===== src/rtl/thresh_ctrl_pkg.sv =====
// Shared state encodings, fault codes and the fault priority helper for the
// threshold integrator controller.
package thresh_ctrl_pkg;

   typedef enum logic [2:0] {
      IDLE      = 3'd0,
      ARMING    = 3'd1,
      RUNNING   = 3'd2,
      FAULT     = 3'd3,
      RESETTING = 3'd4
   } state_e;

   localparam logic [2:0] FLT_NONE    = 3'd0;
   localparam logic [2:0] FLT_OVER    = 3'd1;
   localparam logic [2:0] FLT_OFLOW   = 3'd2;
   localparam logic [2:0] FLT_UFLOW   = 3'd3;
   localparam logic [2:0] FLT_TIMEOUT = 3'd4;
   localparam logic [2:0] FLT_CFG     = 3'd5;

   localparam logic [31:0] DEFAULT_MIN_WINDOW = 32'd2048;

   // FIFO errors outrank the threshold trip; a setup timeout only matters when nothing else fired
   function automatic logic [2:0] fault_prio(input logic oflow, input logic uflow,
                                             input logic over, input logic tmo);
      logic [2:0] code_s;
      if (oflow)      code_s = FLT_OFLOW;
      else if (uflow) code_s = FLT_UFLOW;
      else if (over)  code_s = FLT_OVER;
      else if (tmo)   code_s = FLT_TIMEOUT;
      else            code_s = FLT_NONE;
      return code_s;
   endfunction

endpackage


===== src/rtl/thresh_fault_latch.sv =====
// First-cause fault capture with shutdown request for the integrator controller.
// Optional saturating fault counter enabled by THRESH_CTRL_FAULT_CNT_EN.
module thresh_fault_latch
   import thresh_ctrl_pkg::*;
(
   input  logic        clk,
   input  logic        aresetn,
   input  logic        sample_en,
   input  logic        err_overflow,
   input  logic        err_underflow,
   input  logic        over_threshold,
   input  logic        timeout_hit,
   input  logic        cfg_err,
   input  logic        clear,
   output logic        fault_det,
`ifdef THRESH_CTRL_FAULT_CNT_EN
   output logic [15:0] fault_count,
`endif
   output logic [2:0]  fault_code,
   output logic        shutdown_req
);

   logic [2:0] cause_s;
   logic       capture_s;
   logic [2:0] fault_code_r;
   logic       shutdown_req_r;

   // Select the highest-priority active cause
   always_comb begin
      cause_s = FLT_NONE;
      if (sample_en) begin
         cause_s = fault_prio(err_overflow, err_underflow, over_threshold, timeout_hit);
      end else if (cfg_err) begin
         cause_s = FLT_CFG;
      end else begin
         cause_s = FLT_NONE;
      end
   end

   assign fault_det = (cause_s != FLT_NONE);
   assign capture_s = fault_det && (fault_code_r == FLT_NONE);

   // Latch the first cause and hold it until an explicit clear
   always_ff @(posedge clk) begin
      if (!aresetn) begin
         fault_code_r   <= FLT_NONE;
         shutdown_req_r <= 1'b0;
      end else if (clear) begin
         fault_code_r   <= FLT_NONE;
         shutdown_req_r <= 1'b0;
      end else if (capture_s) begin
         fault_code_r   <= cause_s;
         shutdown_req_r <= 1'b1;
      end else begin
         fault_code_r   <= fault_code_r;
         shutdown_req_r <= shutdown_req_r;
      end
   end

`ifdef THRESH_CTRL_FAULT_CNT_EN
   logic [15:0] fault_count_r;

   // Count FAULT entries, saturating; survives clear_fault
   always_ff @(posedge clk) begin
      if (!aresetn) begin
         fault_count_r <= 16'd0;
      end else if (capture_s && (fault_count_r != 16'hFFFF)) begin
         fault_count_r <= fault_count_r + 16'd1;
      end else begin
         fault_count_r <= fault_count_r;
      end
   end

   assign fault_count = fault_count_r;
`endif

   assign fault_code   = fault_code_r;
   assign shutdown_req = shutdown_req_r;

endmodule


===== src/rtl/threshold_integrator_ctrl.sv =====
// Sequencer/supervisor for one threshold_integrator: config handshake, arming with
// setup timeout, fault supervision and controlled reset. Option: THRESH_CTRL_FAULT_CNT_EN.
module threshold_integrator_ctrl
   import thresh_ctrl_pkg::*;
#(
   parameter int                   TIMEOUT_W     = 24,
   parameter logic [TIMEOUT_W-1:0] SETUP_TIMEOUT = 24'd1000000,
   parameter int                   RESET_CYCLES  = 4,
   parameter logic [31:0]          MIN_WINDOW    = DEFAULT_MIN_WINDOW
)(
   input  logic        clk,
   input  logic        aresetn,
   input  logic [31:0] cfg_window,
   input  logic [14:0] cfg_threshold,
   input  logic        cfg_valid,
   output logic        cfg_ready,
   input  logic        arm,
   input  logic        disarm,
   input  logic        clear_fault,
   output logic        integ_resetn,
   output logic        integ_enable,
   output logic [31:0] integ_window,
   output logic [14:0] integ_threshold,
   input  logic        integ_setup_done,
   input  logic        integ_over_threshold,
   input  logic        integ_err_overflow,
   input  logic        integ_err_underflow,
   output logic        running,
   output logic        shutdown_req,
   output logic [2:0]  fault_code,
`ifdef THRESH_CTRL_FAULT_CNT_EN
   output logic [15:0] fault_count,
`endif
   output logic [2:0]  state_out
);

   localparam int                   RST_CNT_W = (RESET_CYCLES > 1) ? $clog2(RESET_CYCLES) : 1;
   localparam logic [RST_CNT_W-1:0] RST_LAST  = RST_CNT_W'(RESET_CYCLES - 1);
   localparam logic [TIMEOUT_W-1:0] TMO_LAST  = SETUP_TIMEOUT - TIMEOUT_W'(1);

   state_e                 state_r, state_next_s;
   logic [TIMEOUT_W-1:0]   tmo_cnt_r;
   logic [RST_CNT_W-1:0]   rst_cnt_r;
   logic                   cfg_loaded_r, cfg_ready_r, integ_resetn_r, integ_enable_r, running_r;
   logic [31:0]            integ_window_r;
   logic [14:0]            integ_threshold_r;
   logic                   sample_en_s, timeout_hit_s, cfg_bad_s, arm_go_s, cfg_err_s;
   logic                   clear_s, fault_det_s;

   assign sample_en_s   = (state_r == ARMING) || (state_r == RUNNING);
   assign timeout_hit_s = (state_r == ARMING) && (tmo_cnt_r == TMO_LAST);
   assign cfg_bad_s     = (integ_window_r < MIN_WINDOW) || (integ_threshold_r == 15'd0);
   // arm checks the config already latched, never the one offered this cycle
   assign arm_go_s      = (state_r == IDLE) && arm && !disarm && cfg_loaded_r;
   assign cfg_err_s     = arm_go_s && cfg_bad_s;
   assign clear_s       = (state_r == FAULT) && clear_fault;

   thresh_fault_latch u_fault (
      .clk            (clk),
      .aresetn        (aresetn),
      .sample_en      (sample_en_s),
      .err_overflow   (integ_err_overflow),
      .err_underflow  (integ_err_underflow),
      .over_threshold (integ_over_threshold),
      .timeout_hit    (timeout_hit_s),
      .cfg_err        (cfg_err_s),
      .clear          (clear_s),
      .fault_det      (fault_det_s),
`ifdef THRESH_CTRL_FAULT_CNT_EN
      .fault_count    (fault_count),
`endif
      .fault_code     (fault_code),
      .shutdown_req   (shutdown_req)
   );

   // Next-state decode; faults outrank disarm, disarm outranks setup_done
   always_comb begin
      state_next_s = state_r;
      case (state_r)
         IDLE: begin
            if (arm_go_s) state_next_s = cfg_bad_s ? FAULT : ARMING;
            else          state_next_s = IDLE;
         end
         ARMING: begin
            if (fault_det_s)           state_next_s = FAULT;
            else if (disarm)           state_next_s = RESETTING;
            else if (integ_setup_done) state_next_s = RUNNING;
            else                       state_next_s = ARMING;
         end
         RUNNING: begin
            if (fault_det_s) state_next_s = FAULT;
            else if (disarm) state_next_s = RESETTING;
            else             state_next_s = RUNNING;
         end
         FAULT: begin
            if (clear_fault) state_next_s = RESETTING;
            else             state_next_s = FAULT;
         end
         RESETTING: begin
            if (rst_cnt_r == RST_LAST) state_next_s = IDLE;
            else                       state_next_s = RESETTING;
         end
         default: state_next_s = IDLE;
      endcase
   end

   // State, counters and registered outputs derived from the next state
   always_ff @(posedge clk) begin
      if (!aresetn) begin
         state_r           <= IDLE;
         tmo_cnt_r         <= '0;
         rst_cnt_r         <= '0;
         cfg_loaded_r      <= 1'b0;
         cfg_ready_r       <= 1'b0;
         integ_resetn_r    <= 1'b0;
         integ_enable_r    <= 1'b0;
         running_r         <= 1'b0;
         integ_window_r    <= 32'd0;
         integ_threshold_r <= 15'd0;
      end else begin
         state_r        <= state_next_s;
         tmo_cnt_r      <= (state_r == ARMING) ? tmo_cnt_r + TIMEOUT_W'(1) : '0;
         rst_cnt_r      <= (state_r == RESETTING) ? rst_cnt_r + RST_CNT_W'(1) : '0;
         cfg_ready_r    <= (state_next_s == IDLE);
         integ_resetn_r <= (state_next_s != RESETTING);
         integ_enable_r <= (state_next_s == ARMING) || (state_next_s == RUNNING);
         running_r      <= (state_next_s == RUNNING);
         if (cfg_ready_r && cfg_valid) begin
            integ_window_r    <= cfg_window;
            integ_threshold_r <= cfg_threshold;
            cfg_loaded_r      <= 1'b1;
         end else begin
            integ_window_r    <= integ_window_r;
            integ_threshold_r <= integ_threshold_r;
            cfg_loaded_r      <= cfg_loaded_r;
         end
      end
   end

   assign cfg_ready       = cfg_ready_r;
   assign integ_resetn    = integ_resetn_r;
   assign integ_enable    = integ_enable_r;
   assign integ_window    = integ_window_r;
   assign integ_threshold = integ_threshold_r;
   assign running         = running_r;
   assign state_out       = state_r;

endmodule


===== config.mk =====
export PLATFORM = sky130hd
export DESIGN_NAME = threshold_integrator_ctrl
export DESIGN_NICKNAME = d
export VERILOG_FILES = /design/src/rtl/thresh_ctrl_pkg.sv /design/src/rtl/thresh_fault_latch.sv /design/src/rtl/threshold_integrator_ctrl.sv
export SDC_FILE = /design/constraint.sdc
export NUM_CORES = 1
export LEC_CHECK = 0
export ABC_CLOCK_PERIOD_IN_PS = 3100
export BUFFER_PORTS_ARGS = -buffer_cell sky130_fd_sc_hd__buf_2
export CORE_MARGIN = 8
export CORE_UTILIZATION = 50
export CTS_CLUSTER_SIZE = 8
export DETAILED_ROUTE_END_ITERATION = 16
export GPL_TIMING_DRIVEN = 0
export PLACE_DENSITY_LB_ADDON = 0.12
export SLEW_MARGIN = 20
export SYNTH_ARGS = -nofsm -noshare
export SYNTH_HDL_FRONTEND = slang
export SYNTH_HIERARCHICAL = 1
export SYNTH_SLANG_ARGS = --single-unit

===== constraint.sdc =====
create_clock -name clk -period 3.1 [get_ports clk]
set_input_delay 0.775 -clock clk [delete_from_list [all_inputs] [get_ports clk]]
set_output_delay 0.775 -clock clk [all_outputs]
set_load 0.01 [all_outputs]

# After elaboration in Yosys (flattened, before gate mapping)
# Cells that the tools add are included.
# op_classes
add_sub_neg	2
n_lt_le_gt_ge	1
eq_ne	9
n_mux	16
n_bitwise	1
reduce_logical	20
# ops
cell	count
3-bit 2-to-1 mux	12
32-bit by 12-bit less-than comparator with 1-bit output (second input constant)	1
24-bit by 1-bit adder with 24-bit output (second input constant)	1
24-bit by 20-bit equality test with 1-bit output (second input constant)	1
15-bit zero test	1
3-bit one-hot mux with 5 select lines	1
3-bit by 2-bit equality test with 1-bit output (second input constant)	3
3-bit zero test	3
1-bit logical AND	8
3-bit by 1-bit equality test with 1-bit output (second input constant)	2
2-bit 2-to-1 mux	3
2-bit AND reduction	2
3-bit equality test (second input constant)	1
1-bit logical OR	3
3-bit != test (second input constant)	1
3-bit nonzero test	1
2-bit by 1-bit adder with 2-bit output (second input constant)	1
2-bit equality test (second input constant)	1
2-bit OR reduction	1
1-bit zero test	1
1-bit NOT	1
# word_totals
register_bits	85
out_inout_bits	58
elab_cells	61

# Depth between registers and ports, before layout
# Gate-level depths: netlist (run 1).
# depth
ltp_word	12
mapped_depth	12

# Hierarchy
# Netlist (run 1), hierarchy kept.
# by_module_without_submodules
mod	n_inst	cells_per_inst	area_each_um2
threshold_integrator_ctrl	1	394	3215.6
thresh_fault_latch	1	26	220.2

# Worst setup path before layout (run 1)
# No wires, ideal clock.
# synth_timing
path_kind	input -> register
startpoint	input disarm
endpoint	register integ_enable_r (netlist: integ_enable)
setup_time_ns	0.068
t_arrival_ns	2.527
t_required_ns	3.032
setup_slack_ns	0.505
stages	11
path_buffers	0
cell_sequence	nand3b_1 -> or3_4 -> nor3_2 -> or2_2 -> nor2_1 -> a21oi_1 -> a21oi_1 -> o21a_1 -> a211o_1 -> nor2_1 -> o2bb2ai_2
# synth_between
elab_chain_cells	11
# synth_rtl
item	line_no	text
start: declaration	threshold_integrator_ctrl.sv:18	input logic disarm,
1-bit zero test *	threshold_integrator_ctrl.sv:54	assign arm_go_s = (state_r == IDLE) && arm && !disarm && cfg_loaded_r;
1-bit logical AND * (2 in series)	threshold_integrator_ctrl.sv:54	
1-bit logical AND *	threshold_integrator_ctrl.sv:55	assign cfg_err_s = arm_go_s && cfg_bad_s;
net cfg_err_s	threshold_integrator_ctrl.sv:47	logic sample_en_s, timeout_hit_s, cfg_bad_s, arm_go_s, cfg_err_s;
3-bit 2-to-1 mux *	thresh_fault_latch.sv:33	end else if (cfg_err) begin
3-bit 2-to-1 mux *	thresh_fault_latch.sv:31	if (sample_en) begin
3-bit nonzero test *	thresh_fault_latch.sv:40	assign fault_det = (cause_s != FLT_NONE);
net fault_det_s	threshold_integrator_ctrl.sv:48	logic clear_s, fault_det_s;
3-bit 2-to-1 mux, on equally long branches	threshold_integrator_ctrl.sv:91, threshold_integrator_ctrl.sv:85	
3-bit one-hot mux with 5 select lines *	threshold_integrator_ctrl.sv:79	case (state_r)
3-bit by 1-bit equality test with 1-bit output / 3-bit by 2-bit equality test with 1-bit output (equally long branches)	threshold_integrator_ctrl.sv:126	integ_enable_r <= (state_next_s == ARMING) || (state_next_s == RUNNING);
1-bit logical OR *	threshold_integrator_ctrl.sv:126	
end signal: assignment	threshold_integrator_ctrl.sv:126	
end: declaration	threshold_integrator_ctrl.sv:44	logic cfg_loaded_r, cfg_ready_r, integ_resetn_r, integ_enable_r, running_r;
# The timed path passes the listed nets; every way through them passes the cells marked *.
# A chain may end at the register's enable or synchronous reset.

# Worst setup path in the final report (run 1)
# layout_timing
startpoint	register tmo_cnt_r[0]
endpoint	register integ_enable_r (netlist: integ_enable)
# layout_between
elab_chain_cells	12
# layout_rtl
item	line_no	text
start: declaration	threshold_integrator_ctrl.sv:42	logic [TIMEOUT_W-1:0] tmo_cnt_r;
start signal: assignment	threshold_integrator_ctrl.sv:122	tmo_cnt_r <= (state_r == ARMING) ? tmo_cnt_r + TIMEOUT_W'(1) : '0;
24-bit by 20-bit equality test with 1-bit output *	threshold_integrator_ctrl.sv:51	assign timeout_hit_s = (state_r == ARMING) && (tmo_cnt_r == TMO_LAST);
1-bit logical AND *	threshold_integrator_ctrl.sv:51	
net timeout_hit_s	threshold_integrator_ctrl.sv:47	
3-bit 2-to-1 mux *	thresh_ctrl_pkg.sv:29	else if (tmo) code_s = FLT_TIMEOUT;
3-bit 2-to-1 mux *	thresh_ctrl_pkg.sv:28	else if (over) code_s = FLT_OVER;
3-bit 2-to-1 mux *	thresh_ctrl_pkg.sv:27	else if (uflow) code_s = FLT_UFLOW;
3-bit 2-to-1 mux *	thresh_ctrl_pkg.sv:26	if (oflow) code_s = FLT_OFLOW;
3-bit 2-to-1 mux *	thresh_fault_latch.sv:31	
3-bit nonzero test *	thresh_fault_latch.sv:40	
net fault_det_s	threshold_integrator_ctrl.sv:48	
3-bit 2-to-1 mux, on equally long branches	threshold_integrator_ctrl.sv:91, threshold_integrator_ctrl.sv:85	
3-bit one-hot mux with 5 select lines *	threshold_integrator_ctrl.sv:79	
3-bit by 1-bit equality test with 1-bit output / 3-bit by 2-bit equality test with 1-bit output (equally long branches)	threshold_integrator_ctrl.sv:126	
1-bit logical OR *	threshold_integrator_ctrl.sv:126	
# Marked as above.

==> metrics.txt, run 1 <==
# TYPE chip_impl_metric gauge
chip_impl_metric{name="placed_cells_incl_taps",unit=""} 614
chip_impl_metric{name="synth.top_cell.area_share",unit=""} 0.495
chip_impl_metric{name="worstRegToRegCells",unit=""} 11
chip_impl_metric{name="pin_count",unit=""} 115
chip_impl_metric{name="pnr_total_power",unit="W"} 0.00212
chip_impl_metric{name="clock_path_buffers",unit=""} 2
chip_impl_metric{name="antenna_cells",unit=""} 0
chip_impl_metric{name="fmax",unit="MHz"} 371
chip_impl_info{name="grt_setup_unrepaired",value="false"} 1
chip_impl_info{name="end_kind",value="flop"} 1
chip_impl_metric{name="synthesized_nets",unit=""} 479
chip_impl_metric{name="peakVddDrop",unit="mV"} 0.268
chip_impl_info{name="post-synth-top-count-cell",value="nand2_1"} 1
chip_impl_info{name="timing.setup.critical_path_class",value="reg2reg"} 1
chip_impl_metric{name="cts-buffers-inserted",unit=""} 9
chip_impl_metric{name="firstDrtPassIters",unit=""} 4
chip_impl_metric{name="route.vias.total",unit=""} 3228
chip_impl_metric{name="die_h",unit="µm"} 98.9
chip_impl_info{name="setup.worst_path.start_class",value="flop"} 1
chip_impl_metric{name="final_antenna_net_count",unit=""} 0
chip_impl_metric{name="syn_avg_cell_area",unit="µm²"} 8.18
chip_impl_metric{name="clock-sinks",unit=""} 85
chip_impl_metric{name="globalRouteOverflowTotal",unit=""} 0
chip_impl_metric{name="synth_sequential_area_ratio",unit=""} 0.495
chip_impl_info{name="synthTopCellsByArea",value="dfxtp_1 50%, nand2_1 12%, a21oi_1 8.0%"} 1
chip_impl_metric{name="grt_first_pass_wirelength",unit="µm"} 14500
chip_impl_metric{name="crit_fanout",unit=""} 5
chip_impl_metric{name="yosys.cell_types.count",unit=""} 44
chip_impl_metric{name="die_area",unit="µm²"} 9780
chip_impl_metric{name="postRouteWirelength",unit="µm"} 8760
chip_impl_metric{name="clkTransAtPathRegs",unit="ns"} 0.08
chip_impl_metric{name="cts.htree.levels",unit=""} 3
chip_impl_metric{name="finalWorstPathRequiredPeriod",unit="ns"} 2.69
chip_impl_metric{name="total_power_density_per_cell_area",unit="nW/µm²"} 497
chip_impl_metric{name="row_count",unit=""} 30
chip_impl_info{name="netlist_top_cells_count",value="112 x nand2_1, 85 x dfxtp_1, 55 x a21oi_1"} 1
chip_impl_metric{name="floorplan.die.width",unit="µm"} 98.9
chip_impl_metric{name="place.port_buffers",unit=""} 114
chip_impl_info{name="tritoncts",value="done"} 1
chip_impl_metric{name="cp_data_required_time",unit="ns"} 3.38
chip_impl_metric{name="async_flop_share",unit=""} 0
chip_impl_metric{name="stdcell_count",unit=""} 629
chip_impl_info{name="ctsRootBufferMaster",value="clkbuf_8"} 1
chip_impl_metric{name="cap_violations",unit=""} 0
chip_impl_metric{name="setup_viol",unit=""} 0
chip_impl_metric{name="postCtsResizedCells",unit=""} 0
chip_impl_metric{name="grt_pass1_vias",unit=""} 3231
chip_impl_info{name="status",value="complete, no violations"} 1
chip_impl_metric{name="post_synth_instance_area",unit="µm²"} 3440
chip_impl_metric{name="hpwlAfterDp",unit="µm"} 6780
chip_impl_metric{name="yosysWarnings",unit=""} 6
chip_impl_info{name="synthDominantAreaCellType",value="dfxtp_1"} 1
chip_impl_metric{name="synth_cells",unit=""} 420
chip_impl_metric{name="detail_route.wl_per_cell",unit="µm"} 13.9
chip_impl_metric{name="vias_per_cell",unit=""} 5.13
chip_impl_metric{name="synth-compound-area-share",unit=""} 0.110
chip_impl_metric{name="post_synth_mux_area_share",unit=""} 0
chip_impl_metric{name="share_of_the_synthesized_netlist_area_taken_by_xor_and_xnor_gates",unit=""} 0.0535
chip_impl_metric{name="grt_antenna_before_repair",unit=""} 0
chip_impl_metric{name="totalNegativeSetupSlack",unit="ns"} 0
chip_impl_metric{name="post_synth_and_or_nand_nor_area_fraction",unit=""} 0.306
chip_impl_info{name="hold_path.class",value="reg2reg"} 1
chip_impl_info{name="ys_dominant_reg_cell",value="dfxtp_1"} 1
chip_impl_metric{name="final_hold_viol_count",unit=""} 0
chip_impl_metric{name="cellLeakagePower",unit="nW"} 1.78
chip_impl_metric{name="dr.first_iter.drc_count",unit=""} 127
chip_impl_metric{name="synth_edf_count",unit=""} 0
chip_impl_metric{name="clock-skew-final",unit="ns"} 0.00886
chip_impl_metric{name="worst_slew_margin_rel",unit=""} 0.667
chip_impl_metric{name="timing.final.crit_share",unit=""} 0.868
chip_impl_metric{name="remaining_drc_errors",unit=""} 0
chip_impl_metric{name="place.gp.congestion",unit=""} 0.860
chip_impl_metric{name="groute.usage.overall",unit=""} 0.182
chip_impl_info{name="largest_family_of_logic_cells_by_synthesized_area",value="simple AND/OR/NAND/NOR gates"} 1
chip_impl_metric{name="post-cts-setup-buffers",unit=""} 0
chip_impl_metric{name="ctsHoldBuffers",unit=""} 0
chip_impl_metric{name="min_path_cells",unit=""} 1
chip_impl_metric{name="postSynthRegisterBits",unit=""} 85
chip_impl_metric{name="insertion_delay",unit="ns"} 0.35
chip_impl_metric{name="slew_viol_final",unit=""} 0
chip_impl_metric{name="placeableCoreArea",unit="µm²"} 6720
chip_impl_metric{name="synth_fa_ha_area_frac",unit=""} 0.00728
chip_impl_metric{name="worst_slew_pin_slew",unit="ns"} 0.499
chip_impl_metric{name="start_util",unit=""} 0.511
chip_impl_metric{name="finish.net_count",unit=""} 604
chip_impl_metric{name="area_growth_syn_to_layout",unit="%"} 24.2
chip_impl_metric{name="drive_gt1_frac",unit=""} 0.251
chip_impl_metric{name="maximum_number_of_pins_on_one_net_before_global_route_repair",unit=""} 13
chip_impl_metric{name="crit_arrival",unit="ns"} 2.97
## state kept, by name, summed over array words and instances (netlist names)
register,cells
cfg_loaded_r,1
cfg_ready,1
integ_enable,1
integ_resetn,1
integ_threshold,15
integ_window,32
rst_cnt_r,2
running,1
state_out,3
tmo_cnt_r,24
u_fault/fault_code,3
u_fault/shutdown_req,1
## path summary, 6_finish.rpt
check,from,endpoint,slack [ns]
worst max-delay path,tmo_cnt_r[0],integ_enable,0.41
worst min-delay path,rst_cnt_r[0],rst_cnt_r[0],0.42
worst max register to register,tmo_cnt_r[0],integ_enable,0.41
worst min register to register,rst_cnt_r[0],rst_cnt_r[0],0.42
## logic make-up after synthesis
group / count (synthesis)
AND/OR/NAND/NOR: 221
AO/OA/AOI/OAI: 68
XOR/XNOR: 21
flip-flops: 85
buffers and inverters: 23
adder cells (fa/ha/maj): 2
## critical path: stages, from the launching register on
cell,delay [ns]
dfxtp_1,0.39
ha_1,0.26
and4_1,0.35
nand2_1,0.12
nor3_1,0.34
nor4_2,0.09
a21oi_1,0.29
a21oi_1,0.11
o21a_1,0.12
a211o_1,0.28
nor2_1,0.16
o2bb2ai_2,0.12
## per-layer routing
metal  track usage  vias to the layer above  wire, µm
met2         0.308                       81      4190
met5             0                        -         0
met3        0.0571                       12       646
li1              -                     1670         -
met1         0.204                     1465      3770
met4        0.0779                        0       155
## metrics by stage
step                      utilization  worst slack (ns)  hold WS, ns  cell area, µm²
final                           0.635             0.408        0.418            4270
after global routing            0.635             0.185        0.453            4270
after CTS                       0.635             0.413        0.424            4270
after detailed placement        0.611            0.0988        0.413            4110
after global placement          0.611             0.122        0.405            4110
after floorplan                     -             0.505        0.396            3440
## report_power, final
part | leakage [nW] | switching, W | internal [W]
logic | 1.01 | 0.000162 | 0.000114
clock network | 0.0768 | 0.000364 | 0.000311
registers | 0.691 | 0.0000317 | 0.00114
## cells in the final DEF, fill, tap and decap left out, types with 2 or more instances in the layout
cell and count:
buf_1 3, o21ai_0 4, or3_1 2, dfxtp_1 85
clkbuf_1 18, nor3_1 11, and4_1 5, nor4_2 2
inv_1 4, nand4_1 7, and3_1 4, nand2_1 112
nor4_1 9, nand3_1 9, and2_1 2, o21a_1 2
xnor2_1 12, ha_1 2, nor4b_1 2, xor2_1 9
clkbuf_8 10, buf_2 114, nor3b_1 2, a21oi_1 55
nor2_1 42
## cell type report
class	count	area [µm²]
repair buffers	114	571
well taps	80	100
plain buffers	18	75.1
inverters	5	18.8
clock inverters	1	7.51
fillers	614	2450
multi-input cells	312	1640
flip-flops and latches	85	1700
clock buffers	14	153
(Power assumes the default switching activity.)
==> run 2: changes to the inputs <==
--- a/config.mk
+++ b/config.mk
@@ -7,7 +7,6 @@
 export LEC_CHECK = 0
 export ABC_CLOCK_PERIOD_IN_PS = 3100
 export BUFFER_PORTS_ARGS = -buffer_cell sky130_fd_sc_hd__buf_2
-export CORE_MARGIN = 8
 export CORE_UTILIZATION = 50
 export CTS_CLUSTER_SIZE = 8
 export DETAILED_ROUTE_END_ITERATION = 16
==> metrics.txt, run 2 (same netlist as run 1, synthesis figures left out) <==
# TYPE chip_impl_metric gauge
chip_impl_info{name="status",value="finished with violations"} 1
chip_impl_info{name="violations",value="DRC"} 1
chip_impl_metric{name="floorplan.die.width",unit="µm"} 84.9
chip_impl_metric{name="antenna_cells",unit=""} 0
chip_impl_info{name="hold_path.class",value="reg2reg"} 1
chip_impl_metric{name="detail_route.wl_per_cell",unit="µm"} 12.9
chip_impl_metric{name="clock_path_buffers",unit=""} 2
chip_impl_info{name="end_kind",value="flop"} 1
chip_impl_metric{name="grt_antenna_before_repair",unit=""} 0
chip_impl_info{name="ctsRootBufferMaster",value="clkbuf_8"} 1
chip_impl_metric{name="netSwitchingPower",unit="W"} 0.000584
chip_impl_metric{name="worst_slew_pin_slew",unit="ns"} 0.513
chip_impl_metric{name="cp_data_required_time",unit="ns"} 3.37
chip_impl_metric{name="start_util",unit=""} 0.529
chip_impl_metric{name="cap_violations",unit=""} 0
chip_impl_metric{name="crit_fanout",unit=""} 5
chip_impl_metric{name="row_count",unit=""} 29
chip_impl_info{name="endpoint_of_the_worst_slack_reg_to_reg_timing_path",value="integ_enable"} 1
chip_impl_metric{name="maximum_number_of_pins_on_one_net_before_global_route_repair",unit=""} 15
chip_impl_info{name="r2r_start",value="tmo_cnt_r[0]"} 1
chip_impl_metric{name="total_power_density_per_cell_area",unit="nW/µm²"} 535
chip_impl_metric{name="grt_pass1_vias",unit=""} 2939
chip_impl_metric{name="drive_gt1_frac",unit=""} 0.258
chip_impl_metric{name="worst_slew_margin_rel",unit=""} 0.658
chip_impl_metric{name="die_h",unit="µm"} 84.9
chip_impl_metric{name="final_antenna_net_count",unit=""} 0
chip_impl_metric{name="groute.usage.overall",unit=""} 0.235
chip_impl_metric{name="setup_viol",unit=""} 0
chip_impl_metric{name="place.port_buffers",unit=""} 114
chip_impl_metric{name="final_hold_viol_count",unit=""} 0
chip_impl_metric{name="insertion_delay",unit="ns"} 0.35
chip_impl_metric{name="cts-buffers-inserted",unit=""} 9
chip_impl_info{name="final_cell_mix",value="114 x buf_2, 112 x nand2_1, 85 x dfxtp_1, 55 x a21oi_1, 42 x nor2_1"} 1
chip_impl_info{name="layout_commonest_cell",value="buf_2"} 1
chip_impl_metric{name="cellLeakagePower",unit="nW"} 1.81
chip_impl_info{name="grt_setup_unrepaired",value="false"} 1
chip_impl_metric{name="clock-skew-final",unit="ns"} 0.0141
chip_impl_metric{name="ctsHoldBuffers",unit=""} 0
chip_impl_metric{name="post-cts-setup-buffers",unit=""} 0
chip_impl_metric{name="fill_cells",unit=""} 587
chip_impl_metric{name="die_area",unit="µm²"} 7210
chip_impl_metric{name="postCtsResizedCells",unit=""} 0
chip_impl_metric{name="ff2ff_setup_slack",unit="ns"} 0.37
chip_impl_metric{name="swShare",unit=""} 0.252
chip_impl_info{name="min-delay-start",value="rst_cnt_r[0]"} 1
chip_impl_metric{name="largest_register_ffs",unit=""} 32
chip_impl_metric{name="finish.net_count",unit=""} 604
chip_impl_info{name="timing.hold.worst_endpoint",value="rst_cnt_r[0]"} 1
chip_impl_metric{name="pnr_total_power",unit="W"} 0.00231
chip_impl_metric{name="finalWorstPathRequiredPeriod",unit="ns"} 2.73
chip_impl_metric{name="ff_latch_area",unit="µm²"} 1700
chip_impl_metric{name="hpwlAfterDp",unit="µm"} 6030
chip_impl_metric{name="peakVddDrop",unit="mV"} 0.328
chip_impl_metric{name="slew_viol_final",unit=""} 0
chip_impl_metric{name="timing.final.crit_share",unit=""} 0.879
chip_impl_metric{name="vias_per_cell",unit=""} 5.16
chip_impl_metric{name="place.gp.congestion",unit=""} 0.803
chip_impl_metric{name="firstDrtPassIters",unit=""} 10
chip_impl_metric{name="globalRouteOverflowTotal",unit=""} 0
chip_impl_metric{name="route.vias.total",unit=""} 3237
chip_impl_metric{name="area_growth_syn_to_layout",unit="%"} 26.0
chip_impl_metric{name="dr.first_iter.drc_count",unit=""} 101
chip_impl_metric{name="fraction_of_power_consumed_by_combinational_cells",unit=""} 0.118
chip_impl_metric{name="remaining_drc_errors",unit=""} 4
chip_impl_metric{name="crit_arrival",unit="ns"} 3.00
chip_impl_info{name="timing.setup.critical_path_class",value="reg2reg"} 1
chip_impl_metric{name="placeableCoreArea",unit="µm²"} 6490
chip_impl_info{name="tritoncts",value="done"} 1
chip_impl_metric{name="cts.htree.levels",unit=""} 3
chip_impl_metric{name="seq_power_share",unit=""} 0.506
chip_impl_metric{name="grt_first_pass_wirelength",unit="µm"} 13500
chip_impl_metric{name="clkTransAtPathRegs",unit="ns"} 0.09
chip_impl_metric{name="area_of_the_multi_input_gates",unit="µm²"} 1640
chip_impl_metric{name="min_path_cells",unit=""} 1
chip_impl_metric{name="pin_count",unit=""} 115
chip_impl_metric{name="worstRegToRegCells",unit=""} 11
chip_impl_metric{name="fmax",unit="MHz"} 367
chip_impl_info{name="setup.worst_path.start_class",value="flop"} 1
chip_impl_metric{name="postRouteWirelength",unit="µm"} 8120
chip_impl_metric{name="power_frac_clock",unit=""} 0.376
chip_impl_metric{name="clock-sinks",unit=""} 85
chip_impl_metric{name="totalNegativeSetupSlack",unit="ns"} 0
chip_impl_metric{name="p_int",unit="W"} 0.00173
==> run 2: cell types whose count changed in the layout (fill, tap and decap cells not counted) <==
cell / before / now
clkbuf_1: 18 / 15
clkinvlp_4: 1 / 2
bufinv_16: 0 / 2
clkinv_4: 0 / 1
==> run 2: critical path, stage by stage (launching register included) <==
cell	delay [ns]
dfxtp_1	0.40
ha_1	0.25
and4_1	0.33
nand2_1	0.12
nor3_1	0.41
nor4_2	0.09
a21oi_1	0.27
a21oi_1	0.10
o21a_1	0.11
a211o_1	0.28
nor2_1	0.16
o2bb2ai_2	0.13
==> run 2: cell type report <==
cell class / count / area share
clock buffers: 11 / 0.0327
plain buffers: 18 / 0.0173
well taps: 77 / 0.0223
clock inverters: 5 / 0.0194
flip-flops and latches: 85 / 0.393
repair buffers: 114 / 0.132
multi-input cells: 312 / 0.379
inverters: 5 / 0.00434
==> run 2: power by group through the flow <==
stage / logic, W / clock network, W / registers, W
floorplan: 0.000134 / 0 / 0.00121
global placement: 0.000270 / 0 / 0.00119
detailed placement: 0.000274 / 0 / 0.00120
CTS: 0.000276 / 0.000885 / 0.00117
global route: 0.000306 / 0.000941 / 0.00118
finish: 0.000274 / 0.000870 / 0.00117
==> run 2: stage by stage <==
| stage | cell area (µm²) | setup slack [ns] | util | instances | hold slack [ns] |
|---|---|---|---|---|---|
| 6_report | 4330 | 0.375 | 0.666 | 627 | 0.420 |
| 2_1_floorplan | 3440 | 0.505 | - | 420 | 0.396 |
| 3_5_place_dp | 4100 | 0.124 | 0.632 | 611 | 0.415 |
| 5_1_grt | 4330 | 0.0761 | 0.666 | 627 | 0.446 |
| 3_3_place_gp | 4100 | 0.148 | 0.632 | 611 | 0.405 |
| 4_1_cts | 4330 | 0.385 | 0.666 | 627 | 0.427 |
==> run 2: worst max-delay path by stage <==
| stage | from | slack [ns] | end |
|---|---|---|---|
| global placement | disarm | 0.15 | integ_enable |
| detailed placement | disarm | 0.12 | integ_enable |
| finish | tmo_cnt_r[0] | 0.37 | integ_enable |
| global route | tmo_cnt_r[0] | 0.08 | cfg_ready |
| floorplan | disarm | 0.51 | integ_enable |
| CTS | tmo_cnt_r[0] | 0.38 | integ_enable |
==> run 2: per-layer routing <==
metal / vias to the layer above / share of wire / GRT usage
met5: - / 0 / 0
met4: 0 / 0.015 / 0.103
met3: 12 / 0.067 / 0.0749
met2: 103 / 0.47 / 0.375
met1: 1448 / 0.45 / 0.294
li1: 1674 / - / -
==> run 3: changes to the inputs <==
--- a/config.mk
+++ b/config.mk
@@ -12,6 +12,7 @@
 export DETAILED_ROUTE_END_ITERATION = 16
 export GPL_TIMING_DRIVEN = 0
 export PLACE_DENSITY_LB_ADDON = 0.12
+export RECOVER_POWER = 50
 export SLEW_MARGIN = 20
 export SYNTH_ARGS = -nofsm -noshare
 export SYNTH_HDL_FRONTEND = slang
==> metrics.txt, run 3 (same netlist as run 1, synthesis figures left out) <==
# TYPE chip_impl_metric gauge
chip_impl_metric{name="detail_route.wl_per_cell",unit="µm"} 12.9
chip_impl_info{name="endpoint_of_the_worst_slack_reg_to_reg_timing_path",value="integ_enable"} 1
chip_impl_info{name="setup.worst_path.start_class",value="flop"} 1
chip_impl_metric{name="place.port_buffers",unit=""} 114
chip_impl_metric{name="fin_ws",unit="ns"} 0.378
chip_impl_metric{name="power_frac_clock",unit=""} 0.377
chip_impl_info{name="critical-path-top-delay-family",value="simple AND/OR/NAND/NOR gates"} 1
chip_impl_metric{name="clock_path_buffers",unit=""} 2
chip_impl_info{name="end_kind",value="flop"} 1
chip_impl_metric{name="firstDrtPassIters",unit=""} 10
chip_impl_metric{name="final_hold_viol_count",unit=""} 0
chip_impl_info{name="grt_setup_unrepaired",value="false"} 1
chip_impl_metric{name="postCtsResizedCells",unit=""} 0
chip_impl_metric{name="largest_register_ffs",unit=""} 32
chip_impl_metric{name="placeableCoreArea",unit="µm²"} 6490
chip_impl_metric{name="hpwlAfterDp",unit="µm"} 6030
chip_impl_metric{name="netSwitchingPower",unit="W"} 0.000584
chip_impl_metric{name="start_util",unit=""} 0.529
chip_impl_info{name="hold_path.class",value="reg2reg"} 1
chip_impl_metric{name="dr.first_iter.drc_count",unit=""} 100
chip_impl_metric{name="p_int",unit="W"} 0.00172
chip_impl_metric{name="cpPeakStageDelay",unit="ns"} 0.41
chip_impl_info{name="ctsRootBufferMaster",value="clkbuf_8"} 1
chip_impl_info{name="critical-path-slowest-cell",value="nor3_1"} 1
chip_impl_metric{name="post-place-ws",unit="ns"} 0.124
chip_impl_metric{name="grt_pass1_vias",unit=""} 2939
chip_impl_metric{name="totalNegativeSetupSlack",unit="ns"} 0
chip_impl_metric{name="post-cts-setup-buffers",unit=""} 0
chip_impl_metric{name="groute.usage.overall",unit=""} 0.235
chip_impl_metric{name="grt_antenna_before_repair",unit=""} 0
chip_impl_metric{name="setup_viol",unit=""} 0
chip_impl_info{name="status",value="finished with violations"} 1
chip_impl_metric{name="swShare",unit=""} 0.253
chip_impl_metric{name="maximum_number_of_pins_on_one_net_before_global_route_repair",unit=""} 15
chip_impl_metric{name="cts-buffers-inserted",unit=""} 9
chip_impl_metric{name="ff2ff_setup_slack",unit="ns"} 0.38
chip_impl_metric{name="finish.net_count",unit=""} 604
chip_impl_metric{name="antenna_cells",unit=""} 0
chip_impl_metric{name="remaining_drc_errors",unit=""} 4
chip_impl_metric{name="crit_arrival",unit="ns"} 3.00
chip_impl_info{name="critical_path.endpoint",value="integ_enable"} 1
chip_impl_info{name="violations",value="DRC"} 1
chip_impl_metric{name="area_growth_syn_to_layout",unit="%"} 24.2
chip_impl_metric{name="worstRegToRegCells",unit=""} 11
chip_impl_metric{name="cap_violations",unit=""} 0
chip_impl_metric{name="timing.critical_path.depth",unit=""} 11
chip_impl_metric{name="worst_slew_margin_rel",unit=""} 0.668
chip_impl_metric{name="slew_viol_final",unit=""} 0
chip_impl_metric{name="cp_data_required_time",unit="ns"} 3.37
chip_impl_metric{name="vias_per_cell",unit=""} 5.19
chip_impl_metric{name="pin_count",unit=""} 115
chip_impl_metric{name="cellLeakagePower",unit="nW"} 1.64
chip_impl_metric{name="grt_first_pass_wirelength",unit="µm"} 13500
chip_impl_metric{name="insertion_delay",unit="ns"} 0.35
chip_impl_metric{name="ctsHoldBuffers",unit=""} 0
chip_impl_metric{name="cts.htree.levels",unit=""} 3
chip_impl_metric{name="fraction_of_power_consumed_by_combinational_cells",unit=""} 0.115
chip_impl_metric{name="seq_power_share",unit=""} 0.508
chip_impl_info{name="path_cells",value="ha_1 -> and4_1 -> nand2_1 -> nor3_1 -> nor4_2 -> a21oi_1 -> a21oi_1 -> o21a_1 -> a211o_1 -> nor2_1 -> o2bb2ai_2"} 1
chip_impl_info{name="layout_commonest_cell",value="nand2_1"} 1
chip_impl_metric{name="pnr_total_power",unit="W"} 0.00231
chip_impl_metric{name="fmax",unit="MHz"} 367
chip_impl_metric{name="place.gp.congestion",unit=""} 0.803
chip_impl_metric{name="die_h",unit="µm"} 84.9
chip_impl_metric{name="globalRouteOverflowTotal",unit=""} 0
chip_impl_metric{name="postRouteWirelength",unit="µm"} 8110
chip_impl_metric{name="cp.buffers_inverters",unit=""} 0
chip_impl_metric{name="clock-sinks",unit=""} 85
chip_impl_info{name="most_frequent_cell_on_the_critical_path",value="a21oi_1"} 1
chip_impl_metric{name="die_area",unit="µm²"} 7210
chip_impl_metric{name="route.vias.total",unit=""} 3256
chip_impl_metric{name="finalWorstPathRequiredPeriod",unit="ns"} 2.72
chip_impl_info{name="tritoncts",value="done"} 1
chip_impl_metric{name="drive_gt1_frac",unit=""} 0.189
chip_impl_metric{name="clock-skew-final",unit="ns"} 0.0137
chip_impl_metric{name="peakVddDrop",unit="mV"} 0.326
chip_impl_metric{name="timing.final.crit_share",unit=""} 0.878
chip_impl_metric{name="clkTransAtPathRegs",unit="ns"} 0.09
chip_impl_info{name="r2r_start",value="tmo_cnt_r[0]"} 1
chip_impl_info{name="timing.critical_path.from",value="tmo_cnt_r[0]"} 1
chip_impl_metric{name="total_power_density_per_cell_area",unit="nW/µm²"} 541
chip_impl_metric{name="crit_fanout",unit=""} 5
chip_impl_metric{name="final_antenna_net_count",unit=""} 0
chip_impl_metric{name="floorplan.die.width",unit="µm"} 84.9
chip_impl_metric{name="worst_slew_pin_slew",unit="ns"} 0.498
chip_impl_metric{name="fraction_of_the_core_area_covered_by_cells_at_the_end_of_the_flow",unit=""} 0.657
chip_impl_info{name="final_cell_mix",value="112 x nand2_1, 85 x dfxtp_1, 77 x buf_2, 55 x a21oi_1, 53 x clkbuf_1"} 1
chip_impl_info{name="timing.setup.critical_path_class",value="reg2reg"} 1
chip_impl_metric{name="row_count",unit=""} 29
run 3: cell count changes in the layout (fill, tap and decap cells not counted), sizes merged:
cell    previous run  this run
buf              118        80
clkbuf            25        63
run 3: power groups by stage:
stage,clock (W),combinational (W),sequential (W)
floorplan,0,0.000134,0.00121
global placement,0,0.000270,0.00119
detailed placement,0,0.000274,0.00120
CTS,0.000885,0.000276,0.00117
global route,0.000941,0.000298,0.00118
finish,0.000870,0.000266,0.00117
run 3: final cells by class:
| type | count | area (µm²) |
|---|---|---|
| fill | 598 | 2230 |
| sequential | 85 | 1700 |
| multi-input combinational | 312 | 1630 |
| timing repair buffer | 114 | 524 |
| clock buffer | 11 | 141 |
| tap | 77 | 96.3 |
| clock inverter | 5 | 83.8 |
| buffer | 18 | 75.1 |
| inverter | 5 | 18.8 |
run 3: per-stage QoR:
stage          cells  hold WS [ns]  cell area [µm²]
2_1_floorplan    420         0.396             3440
3_3_place_gp     611         0.405             4100
3_5_place_dp     611         0.415             4100
4_1_cts          627         0.427             4330
5_1_grt          627         0.446             4270
6_report         627         0.420             4270
run 3: worst min path at each step:
stage                 startpoint           end  slack (ns)  depth (start not counted)
floorplan           rst_cnt_r[0]  rst_cnt_r[0]        0.40                          1
global placement    rst_cnt_r[0]  rst_cnt_r[0]        0.40                          1
detailed placement  rst_cnt_r[0]  rst_cnt_r[0]        0.41                          1
CTS                 rst_cnt_r[0]  rst_cnt_r[0]        0.43                          1
global route        rst_cnt_r[0]  rst_cnt_r[0]        0.45                          1
finish              rst_cnt_r[0]  rst_cnt_r[0]        0.42                          1
run 3: routing by layer:
layer / track usage / vias up / part of all wire
met5: 0 / - / 0
li1: - / 1675 / -
met1: 0.294 / 1468 / 0.45
met3: 0.0749 / 12 / 0.067
met4: 0.103 / 0 / 0.016
met2: 0.375 / 101 / 0.47
run 3: worst register-to-register path, cell delays in order (launching register included):
cell and delay [ns]:
dfxtp_1 0.40, ha_1 0.25, and4_1 0.33, nand2_1 0.12, nor3_1 0.41, nor4_2 0.09, a21oi_1 0.27, a21oi_1 0.10
o21a_1 0.11, a211o_1 0.28, nor2_1 0.15, o2bb2ai_2 0.13
